--- src/rtl/daq_packet_parser.sv ---
// Receive-side parser for the DAQ byte stream: hunts for SYNC, captures the 8-byte header,
// assembles ch0/ch1 sample pairs into a one-entry output register and tracks framing errors.
module daq_packet_parser #(
   parameter logic [7:0]  SYNC_BYTE = 8'hA5,
   parameter int unsigned CNT_W     = 16
) (
   input  logic             i_clk,
   input  logic             i_rst_n,
   input  logic [7:0]       i_s_tdata,
   input  logic             i_s_tvalid,
   output logic             o_s_tready,
   input  logic             i_s_tlast,
   output logic [31:0]      o_hdr_timestamp,
   output logic [7:0]       o_hdr_capture_len,
   output logic [15:0]      o_hdr_error_flags,
   output logic             o_hdr_valid,
   output logic [15:0]      o_m_ch0,
   output logic [15:0]      o_m_ch1,
   output logic             o_m_valid,
   input  logic             i_m_ready,
   output logic             o_m_last,
   output logic             o_pkt_done,
   output logic             o_err_sync,
   output logic             o_err_len,
   output logic [CNT_W-1:0] o_pkt_count,
   output logic [CNT_W-1:0] o_err_count
);

   typedef enum logic [1:0] {StHunt, StHdr, StData, StDrain} state_e;

   state_e             r_state;
   state_e             w_state_d;
   logic [2:0]         r_byte_idx;
   logic [31:0]        r_ts_sh;
   logic [7:0]         r_len_sh;
   logic [7:0]         r_flags_hi_sh;
   logic [1:0]         r_frame_idx;
   logic [15:0]        r_ch0_sh;
   logic [7:0]         r_ch1_hi_sh;
   logic [8:0]         r_smp_cnt;
   logic               r_rdy_en;

   logic [31:0]        r_hdr_ts;
   logic [7:0]         r_hdr_len;
   logic [15:0]        r_hdr_flags;
   logic               r_hdr_valid;
   logic [15:0]        r_m_ch0;
   logic [15:0]        r_m_ch1;
   logic               r_m_valid;
   logic               r_m_last;
   logic               r_pkt_done;
   logic               r_err_sync;
   logic               r_err_len;
   logic [CNT_W-1:0]   r_pkt_count;
   logic [CNT_W-1:0]   r_err_count;

   logic               w_frame_stall;
   logic               w_accept;
   logic               w_is_sync;
   logic               w_last_pair;
   logic               w_pkt_done_d;
   logic               w_err_len_d;
   logic               w_err_sync_d;
   logic               w_hdr_load;
   logic               w_pair_load;
   logic               w_enter_data;

   // Only the completing byte of a frame must wait for the output register to free up.
   assign w_frame_stall = (r_state == StData) && (r_frame_idx == 2'd3) && r_m_valid && !i_m_ready;
   assign o_s_tready    = r_rdy_en && !w_frame_stall;
   assign w_accept      = i_s_tvalid && o_s_tready;
   assign w_is_sync     = (i_s_tdata == SYNC_BYTE);
   assign w_last_pair   = ((r_smp_cnt + 9'd1) == {1'b0, r_len_sh});

   always_comb begin
      w_state_d    = r_state;
      w_pkt_done_d = 1'b0;
      w_err_len_d  = 1'b0;
      w_err_sync_d = 1'b0;
      w_hdr_load   = 1'b0;
      w_pair_load  = 1'b0;
      w_enter_data = 1'b0;
      case (r_state)
         StHunt: begin
            if (w_accept) begin
               if (!w_is_sync) begin
                  w_err_sync_d = 1'b1;
               end else if (i_s_tlast) begin
                  w_err_len_d = 1'b1;
               end else begin
                  w_state_d = StHdr;
               end
            end
         end
         StHdr: begin
            if (w_accept) begin
               if (r_byte_idx == 3'd7) begin
                  w_hdr_load = 1'b1;
                  if (r_len_sh == 8'd0) begin
                     if (i_s_tlast) begin
                        w_pkt_done_d = 1'b1;
                        w_state_d    = StHunt;
                     end else begin
                        w_err_len_d = 1'b1;
                        w_state_d   = StDrain;
                     end
                  end else if (i_s_tlast) begin
                     w_err_len_d = 1'b1;
                     w_state_d   = StHunt;
                  end else begin
                     w_enter_data = 1'b1;
                     w_state_d    = StData;
                  end
               end else if (i_s_tlast) begin
                  w_err_len_d = 1'b1;
                  w_state_d   = StHunt;
               end
            end
         end
         StData: begin
            if (w_accept) begin
               if (r_frame_idx == 2'd3) begin
                  w_pair_load = 1'b1;
                  if (w_last_pair) begin
                     if (i_s_tlast) begin
                        w_pkt_done_d = 1'b1;
                        w_state_d    = StHunt;
                     end else begin
                        w_err_len_d = 1'b1;
                        w_state_d   = StDrain;
                     end
                  end else if (i_s_tlast) begin
                     w_err_len_d = 1'b1;
                     w_state_d   = StHunt;
                  end
               end else if (i_s_tlast) begin
                  w_err_len_d = 1'b1;
                  w_state_d   = StHunt;
               end
            end
         end
         StDrain: begin
            if (w_accept && i_s_tlast) begin
               w_state_d = StHunt;
            end
         end
         default: w_state_d = StHunt;
      endcase
   end

   always_ff @(posedge i_clk or negedge i_rst_n) begin
      if (!i_rst_n) begin
         r_state <= StHunt;
         r_rdy_en <= 1'b0;
      end else begin
         r_state <= w_state_d;
         r_rdy_en <= 1'b1;
      end
   end

   // Header shadow registers: byte 1..4 timestamp, 5 capture_len, 6 flags MSB; byte 7 goes direct.
   always_ff @(posedge i_clk or negedge i_rst_n) begin
      if (!i_rst_n) begin
         r_byte_idx    <= 3'd0;
         r_ts_sh       <= 32'd0;
         r_len_sh      <= 8'd0;
         r_flags_hi_sh <= 8'd0;
      end else if (w_accept) begin
         if (r_state == StHunt) begin
            r_byte_idx <= 3'd1;
         end else if (r_state == StHdr) begin
            r_byte_idx <= r_byte_idx + 3'd1;
            case (r_byte_idx)
               3'd1, 3'd2, 3'd3, 3'd4: r_ts_sh <= {r_ts_sh[23:0], i_s_tdata};
               3'd5:                   r_len_sh <= i_s_tdata;
               3'd6:                   r_flags_hi_sh <= i_s_tdata;
               default:                ;
            endcase
         end
      end
   end

   always_ff @(posedge i_clk or negedge i_rst_n) begin
      if (!i_rst_n) begin
         r_frame_idx <= 2'd0;
         r_smp_cnt   <= 9'd0;
         r_ch0_sh    <= 16'd0;
         r_ch1_hi_sh <= 8'd0;
      end else if (w_enter_data) begin
         r_frame_idx <= 2'd0;
         r_smp_cnt   <= 9'd0;
      end else if (w_accept && (r_state == StData)) begin
         r_frame_idx <= r_frame_idx + 2'd1;
         case (r_frame_idx)
            2'd0:    r_ch0_sh[15:8] <= i_s_tdata;
            2'd1:    r_ch0_sh[7:0]  <= i_s_tdata;
            2'd2:    r_ch1_hi_sh    <= i_s_tdata;
            default: r_smp_cnt      <= r_smp_cnt + 9'd1;
         endcase
      end
   end

   always_ff @(posedge i_clk or negedge i_rst_n) begin
      if (!i_rst_n) begin
         r_hdr_ts    <= 32'd0;
         r_hdr_len   <= 8'd0;
         r_hdr_flags <= 16'd0;
         r_hdr_valid <= 1'b0;
      end else begin
         r_hdr_valid <= w_hdr_load;
         if (w_hdr_load) begin
            r_hdr_ts    <= r_ts_sh;
            r_hdr_len   <= r_len_sh;
            r_hdr_flags <= {r_flags_hi_sh, i_s_tdata};
         end
      end
   end

   // One-entry output register; a load in the same cycle as a sink accept keeps m_valid high.
   always_ff @(posedge i_clk or negedge i_rst_n) begin
      if (!i_rst_n) begin
         r_m_ch0   <= 16'd0;
         r_m_ch1   <= 16'd0;
         r_m_valid <= 1'b0;
         r_m_last  <= 1'b0;
      end else if (w_pair_load) begin
         r_m_ch0   <= r_ch0_sh;
         r_m_ch1   <= {r_ch1_hi_sh, i_s_tdata};
         r_m_valid <= 1'b1;
         r_m_last  <= w_last_pair;
      end else if (r_m_valid && i_m_ready) begin
         r_m_valid <= 1'b0;
      end
   end

   always_ff @(posedge i_clk or negedge i_rst_n) begin
      if (!i_rst_n) begin
         r_pkt_done  <= 1'b0;
         r_err_sync  <= 1'b0;
         r_err_len   <= 1'b0;
         r_pkt_count <= '0;
         r_err_count <= '0;
      end else begin
         r_pkt_done <= w_pkt_done_d;
         r_err_sync <= w_err_sync_d;
         r_err_len  <= w_err_len_d;
         if (w_pkt_done_d && (r_pkt_count != '1)) begin
            r_pkt_count <= r_pkt_count + CNT_W'(1);
         end
         if (w_err_len_d && (r_err_count != '1)) begin
            r_err_count <= r_err_count + CNT_W'(1);
         end
      end
   end

   assign o_hdr_timestamp   = r_hdr_ts;
   assign o_hdr_capture_len = r_hdr_len;
   assign o_hdr_error_flags = r_hdr_flags;
   assign o_hdr_valid       = r_hdr_valid;
   assign o_m_ch0           = r_m_ch0;
   assign o_m_ch1           = r_m_ch1;
   assign o_m_valid         = r_m_valid;
   assign o_m_last          = r_m_last;
   assign o_pkt_done        = r_pkt_done;
   assign o_err_sync        = r_err_sync;
   assign o_err_len         = r_err_len;
   assign o_pkt_count       = r_pkt_count;
   assign o_err_count       = r_err_count;

endmodule
--- config.mk ---
export PLATFORM = sky130hd
export DESIGN_NAME = daq_packet_parser
export DESIGN_NICKNAME = d
export VERILOG_FILES = /design/src/rtl/daq_packet_parser.sv
export SDC_FILE = /design/constraint.sdc
export NUM_CORES = 1
export LEC_CHECK = 0
export BUFFER_PORTS_ARGS = -buffer_cell sky130_fd_sc_hd__buf_2
export CAP_MARGIN = 10
export CORE_AREA = 2 2 153 155
export DETAILED_ROUTE_END_ITERATION = 7
export DIE_AREA = 0 0 155 157
export GPL_TIMING_DRIVEN = 0
export PLACE_DENSITY = 0.61
export SYNTH_ARGS = -nofsm -noshare
export SYNTH_HDL_FRONTEND = slang
export SYNTH_SLANG_ARGS = --single-unit
export TNS_END_PERCENT = 10
--- constraint.sdc ---
create_clock -name i_clk -period 2.75 [get_ports i_clk]
set_clock_uncertainty 0.1 [all_clocks]
set_input_delay 0.55 -clock i_clk [delete_from_list [all_inputs] [get_ports i_clk]]
set_output_delay 0.55 -clock i_clk [all_outputs]
set_load 0.01 [all_outputs]
==> flow_summary_export.csv <==
group,metric,value,unit
outcome,status,"finished with violations",
outcome,violations,"negative setup slack",
drt,route.detailed.drc,0,
logic_synthesis,synth_top_family_by_area,"multiplexers",
power,pwr-share-clk,0.466,
sta,rsz0062_at_grt,"true",
global_route,grt_overflow,0,
power,combPwrFrac,0.065,
layout,drive_above_1_share,0.494,
setup_path,crit_chain,"ha_4 > inv_2 > a211oi_1 > o32a_1 > nor3_4 > and2_4 > ha_4 > mux2_4 > a22oi_2 > mux2i_4 > nand3_4 > buf_6 > mux2_4",
logic_synthesis,yosys-mux-area-fraction,0.210,
power,netSwitchingFraction,0.232,
power,switchingPower,1.71,mW
power,powerDensity,637,mW/mm^2
drt,detail-route-antenna-nets,0,
power,p_seq_frac,0.470,
global_route,grt_pass1_vias,5759,
setup_path,path_delay_family,"multiplexers",
die,core_region_area,0.0225,sq mm
sta,fin_crit_sh,1.11,
global_route,grt_antenna_before_repair,0,
sta,setup_viol,16,
setup_path,worstPathMaxFanout,6,
setup_path,crit_path_end_kind,"flip-flop",
die,ioPinCount,140,
logic_synthesis,yosys_warnings,0,
sta,setup_slack,-0.289,ns
die,rows,55,
logic_synthesis,synth_cells,656,
worst_hold_path,worst_hold_path.num_cells,2,
setup_path,critical_path_required,3.05,ns
place,gp_congestion,0.780,
place,port_buffers,139,
drt,totalWireLength,20200,um
sta,tightest_slew,0.758,ns
clock_tree,clk_pin_slew_worst_paths,0.06,ns
run,max_cap_viol_count,0,
setup_path,cp-start-kind,"flip-flop",
logic_synthesis,synth_compound_area_frac,0.0279,
die,start_util,0.406,
setup_path,r2r_cells,13,
logic_synthesis,synthAdderAreaFrac,0.0288,
place,pre_cts_slack,-0.467,ns
logic_synthesis,yosysSeqAreaShare,0.589,
global_route,grt_max_degree,120,
die,fp.dieH,157,um
logic_synthesis,synth_cell_types,52,
drt,firstDrtPassIters,4,
setup_path,setup.worst_path.class,"reg -> reg",
layout,area_growth,26.3,%
logic_synthesis,syn_area,0.00914,sq mm
layout,design_area,0.0115,sq mm
drt,vias_per_cell,5.02,
global_route,grt.total_usage,0.166,
die,die_area,0.0243,sq mm
power,internal_power,5.65,mW
sta,slew_viol_final,0,
sta,slew_headroom,0.495,
logic_synthesis,avgSynthCellArea,13.9,sq um
worst_hold_path,holdCritPathClass,"in -> reg",
clock_tree,numCtsBuffers,25,
die,die_width,155,um
sta,fin_hold_ws,0.137,ns
sta,min_period,3.04,ns
layout,n_antenna_cell,0,
logic_synthesis,synth_seq_cells,215,
clock_tree,clock-sinks,215,
sta,hold_viol,0,
clock_tree,clock_latency,0.53,ns
clock_tree,cts_buffer_depth,3,
setup_path,cp.arrival,3.34,ns
power,p_leak,6.17,nW
layout,fin_nets,878,
drt,routedWlPerCell,17.6,um
drt,num_vias,5760,
logic_synthesis,synthesis.nets,690,
place,dp_hpwl,13000,um
clock_tree,clock-root-buffer,"clkbuf_16",
setup_path,path_depth,13,
sta,fmax,329,MHz
clock_tree,tritoncts,"yes",
setup_path,max_stage_delay,0.44,ns
drt,drtIter0Drc,237,
power,irDropWorstVdd,0.445,mV
clock_tree,cts.htree.levels,1,
logic_synthesis,yosys.area_share.xor_xnor,0.0422,
place,dpl_cell_area,0.0103,sq mm
global_route,grt_pass1_wl,32100,um
setup_path,critPathSlowestCell,"dfrtp_2",
setup_path,worst-path-buf-inv,2,
sta,fin_setup_tns,-2.92,ns
logic_synthesis,yosys.area_share.simple,0.0832,
## power groups by stage
stage	Clock [mW]	Sequential, mW	Combinational, mW
3_3_place_gp	0	3.51	0.448
4_1_cts	3.53	3.45	0.472
5_1_grt	3.67	3.48	0.535
2_1_floorplan	0	3.47	0.286
3_5_place_dp	0	3.51	0.462
6_report	3.43	3.45	0.476
## sequential cells by signal (all words and copies together) (netlist names)
register and cells:
r_ch0_sh 16, o_pkt_done 1, r_state 2, o_err_sync 1, o_pkt_count 16, r_rdy_en 1
o_m_ch0 16, o_m_valid 1, r_byte_idx 3, o_hdr_error_flags 16, r_ts_sh 32, o_m_last 1
r_len_sh 8, r_frame_idx 2, o_err_len 1, o_err_count 16, r_flags_hi_sh 8, r_smp_cnt 9
r_ch1_hi_sh 8, o_m_ch1 16, o_hdr_timestamp 32, o_hdr_valid 1, o_hdr_capture_len 8
## cell usage in the layout, fill, tap and decap left out, types with 3 or more instances in the layout
master       n
dfrtp_1    210
buf_2      146
mux2_2     145
nand2_1     25
clkbuf_16   25
buf_4       23
xnor2_1     21
xor2_1      20
nand3_1     19
ha_1        19
nor2_1      17
mux2_1      17
inv_1       14
o21ai_0     10
and3_1       9
nand4_1      9
clkbuf_8     9
clkinv_2     7
nand2_2      5
nor2_2       5
a21oi_1      5
dfrtp_2      5
nor3_1       4
and2_1       4
nor4_1       4
nand3_2      4
buf_6        4
mux2i_1      4
xnor2_2      3
mux2_4       3
o31ai_1      3
nor4_4       3
nor3_2       3
## what timing repair did
action / in CTS / in global routing
hold buffers: 1 / 0
setup buffers: 11 / 9
endpoints found under the setup margin: 32 / 52
cloned: 1 / 0
hold endpoints to repair: 31 / 0
resized for setup: 26 / 29
pin swaps: 13 / 12
## cell families (layout without fill, tap and decap cells)
| family | Yosys count | count (layout) |
|---|---|---|
| multiplexers | 170 | 170 |
| AND/OR/NAND/NOR | 135 | 135 |
| buffers and inverters | 36 | 243 |
| flip-flops | 215 | 215 |
| adder cells (fa/ha/maj) | 21 | 21 |
| other | 1 | 1 |
| XOR/XNOR | 44 | 44 |
| AO/OA/AOI/OAI | 34 | 34 |
## path summary, 6_finish.rpt
check	startpoint	to	slack (ns)
setup / recovery	r_smp_cnt[0]$_DFFE_PN0P_	o_err_count[1]$_DFFE_PN0P_	-0.29
hold / removal	i_m_ready	o_m_valid$_DFFE_PN0P_	0.14
setup reg to reg	r_smp_cnt[0]$_DFFE_PN0P_	o_err_count[1]$_DFFE_PN0P_	-0.29
hold reg to reg	o_err_count[11]$_DFFE_PN0P_	o_err_count[11]$_DFFE_PN0P_	0.37
max in group asynchronous	i_rst_n	r_len_sh[2]$_DFFE_PN0P_	0.94
min in group asynchronous	i_rst_n	o_pkt_count[8]$_DFFE_PN0P_	0.53
## cell usage after synthesis (all sizes together)
| library cell | count | area share |
|---|---|---|
| mux2i | 5 | 0.0059 |
| buf | 17 | 0.011 |
| o221a | 1 | 0.0012 |
| or2 | 1 | 0.00068 |
| a22oi | 1 | 0.0014 |
| mux2 | 165 | 0.20 |
| nor3 | 9 | 0.0066 |
| and4b | 1 | 0.0011 |
| o31ai | 3 | 0.0025 |
| xnor2 | 24 | 0.023 |
| nor3b | 2 | 0.0029 |
| o21a | 1 | 0.00082 |
| a21oi | 6 | 0.0033 |
| nand3 | 25 | 0.015 |
| a22o | 2 | 0.0019 |
| o21ai | 11 | 0.0060 |
| o32a | 1 | 0.0011 |
| a31oi | 4 | 0.0060 |
| nor2 | 22 | 0.0090 |
| a211oi | 3 | 0.0025 |
| inv | 16 | 0.0066 |
| nor2b | 2 | 0.0014 |
| and4 | 2 | 0.0019 |
| nand4 | 9 | 0.0062 |
| nand2b | 1 | 0.00068 |
| xor2 | 20 | 0.019 |
| nor4bb | 1 | 0.0011 |
| nand4b | 2 | 0.0026 |
| clkbuf | 3 | 0.0012 |
| and4bb | 2 | 0.0027 |
| nand2 | 30 | 0.013 |
| and2 | 8 | 0.0056 |
| o2111a | 1 | 0.0012 |
| nor4 | 7 | 0.0048 |
| ha | 21 | 0.029 |
| dfrtp | 215 | 0.59 |
| or3 | 2 | 0.0014 |
| conb | 1 | 0.00041 |
| and3 | 9 | 0.0062 |
## area by class of cell
type	count	area, sq um
Tap cell	285	357
Buffer	19	130
Fill cell	1914	11000
Inverter	16	60.1
Clock buffer	35	753
Timing Repair Buffer	162	925
Clock inverter	11	123
Multi-Input combinational cell	405	3810
Sequential cell	215	5390
## routing by layer
metal  track usage  up-vias  share of wire
li1              -     2710              -
met1         0.230     2910           0.45
met2         0.267      111           0.48
met3        0.0344       29          0.051
met4        0.0432        0          0.017
met5             0        -              0
## stage by stage
step,total power [mW],utilization,instances
2_1_floorplan,3.76,-,656
3_3_place_gp,3.96,0.454,1080
3_5_place_dp,3.97,0.456,1081
4_1_cts,7.46,0.504,1139
5_1_grt,7.69,0.513,1148
6_report,7.36,0.513,1148
Power figures use the tool's default switching activity.
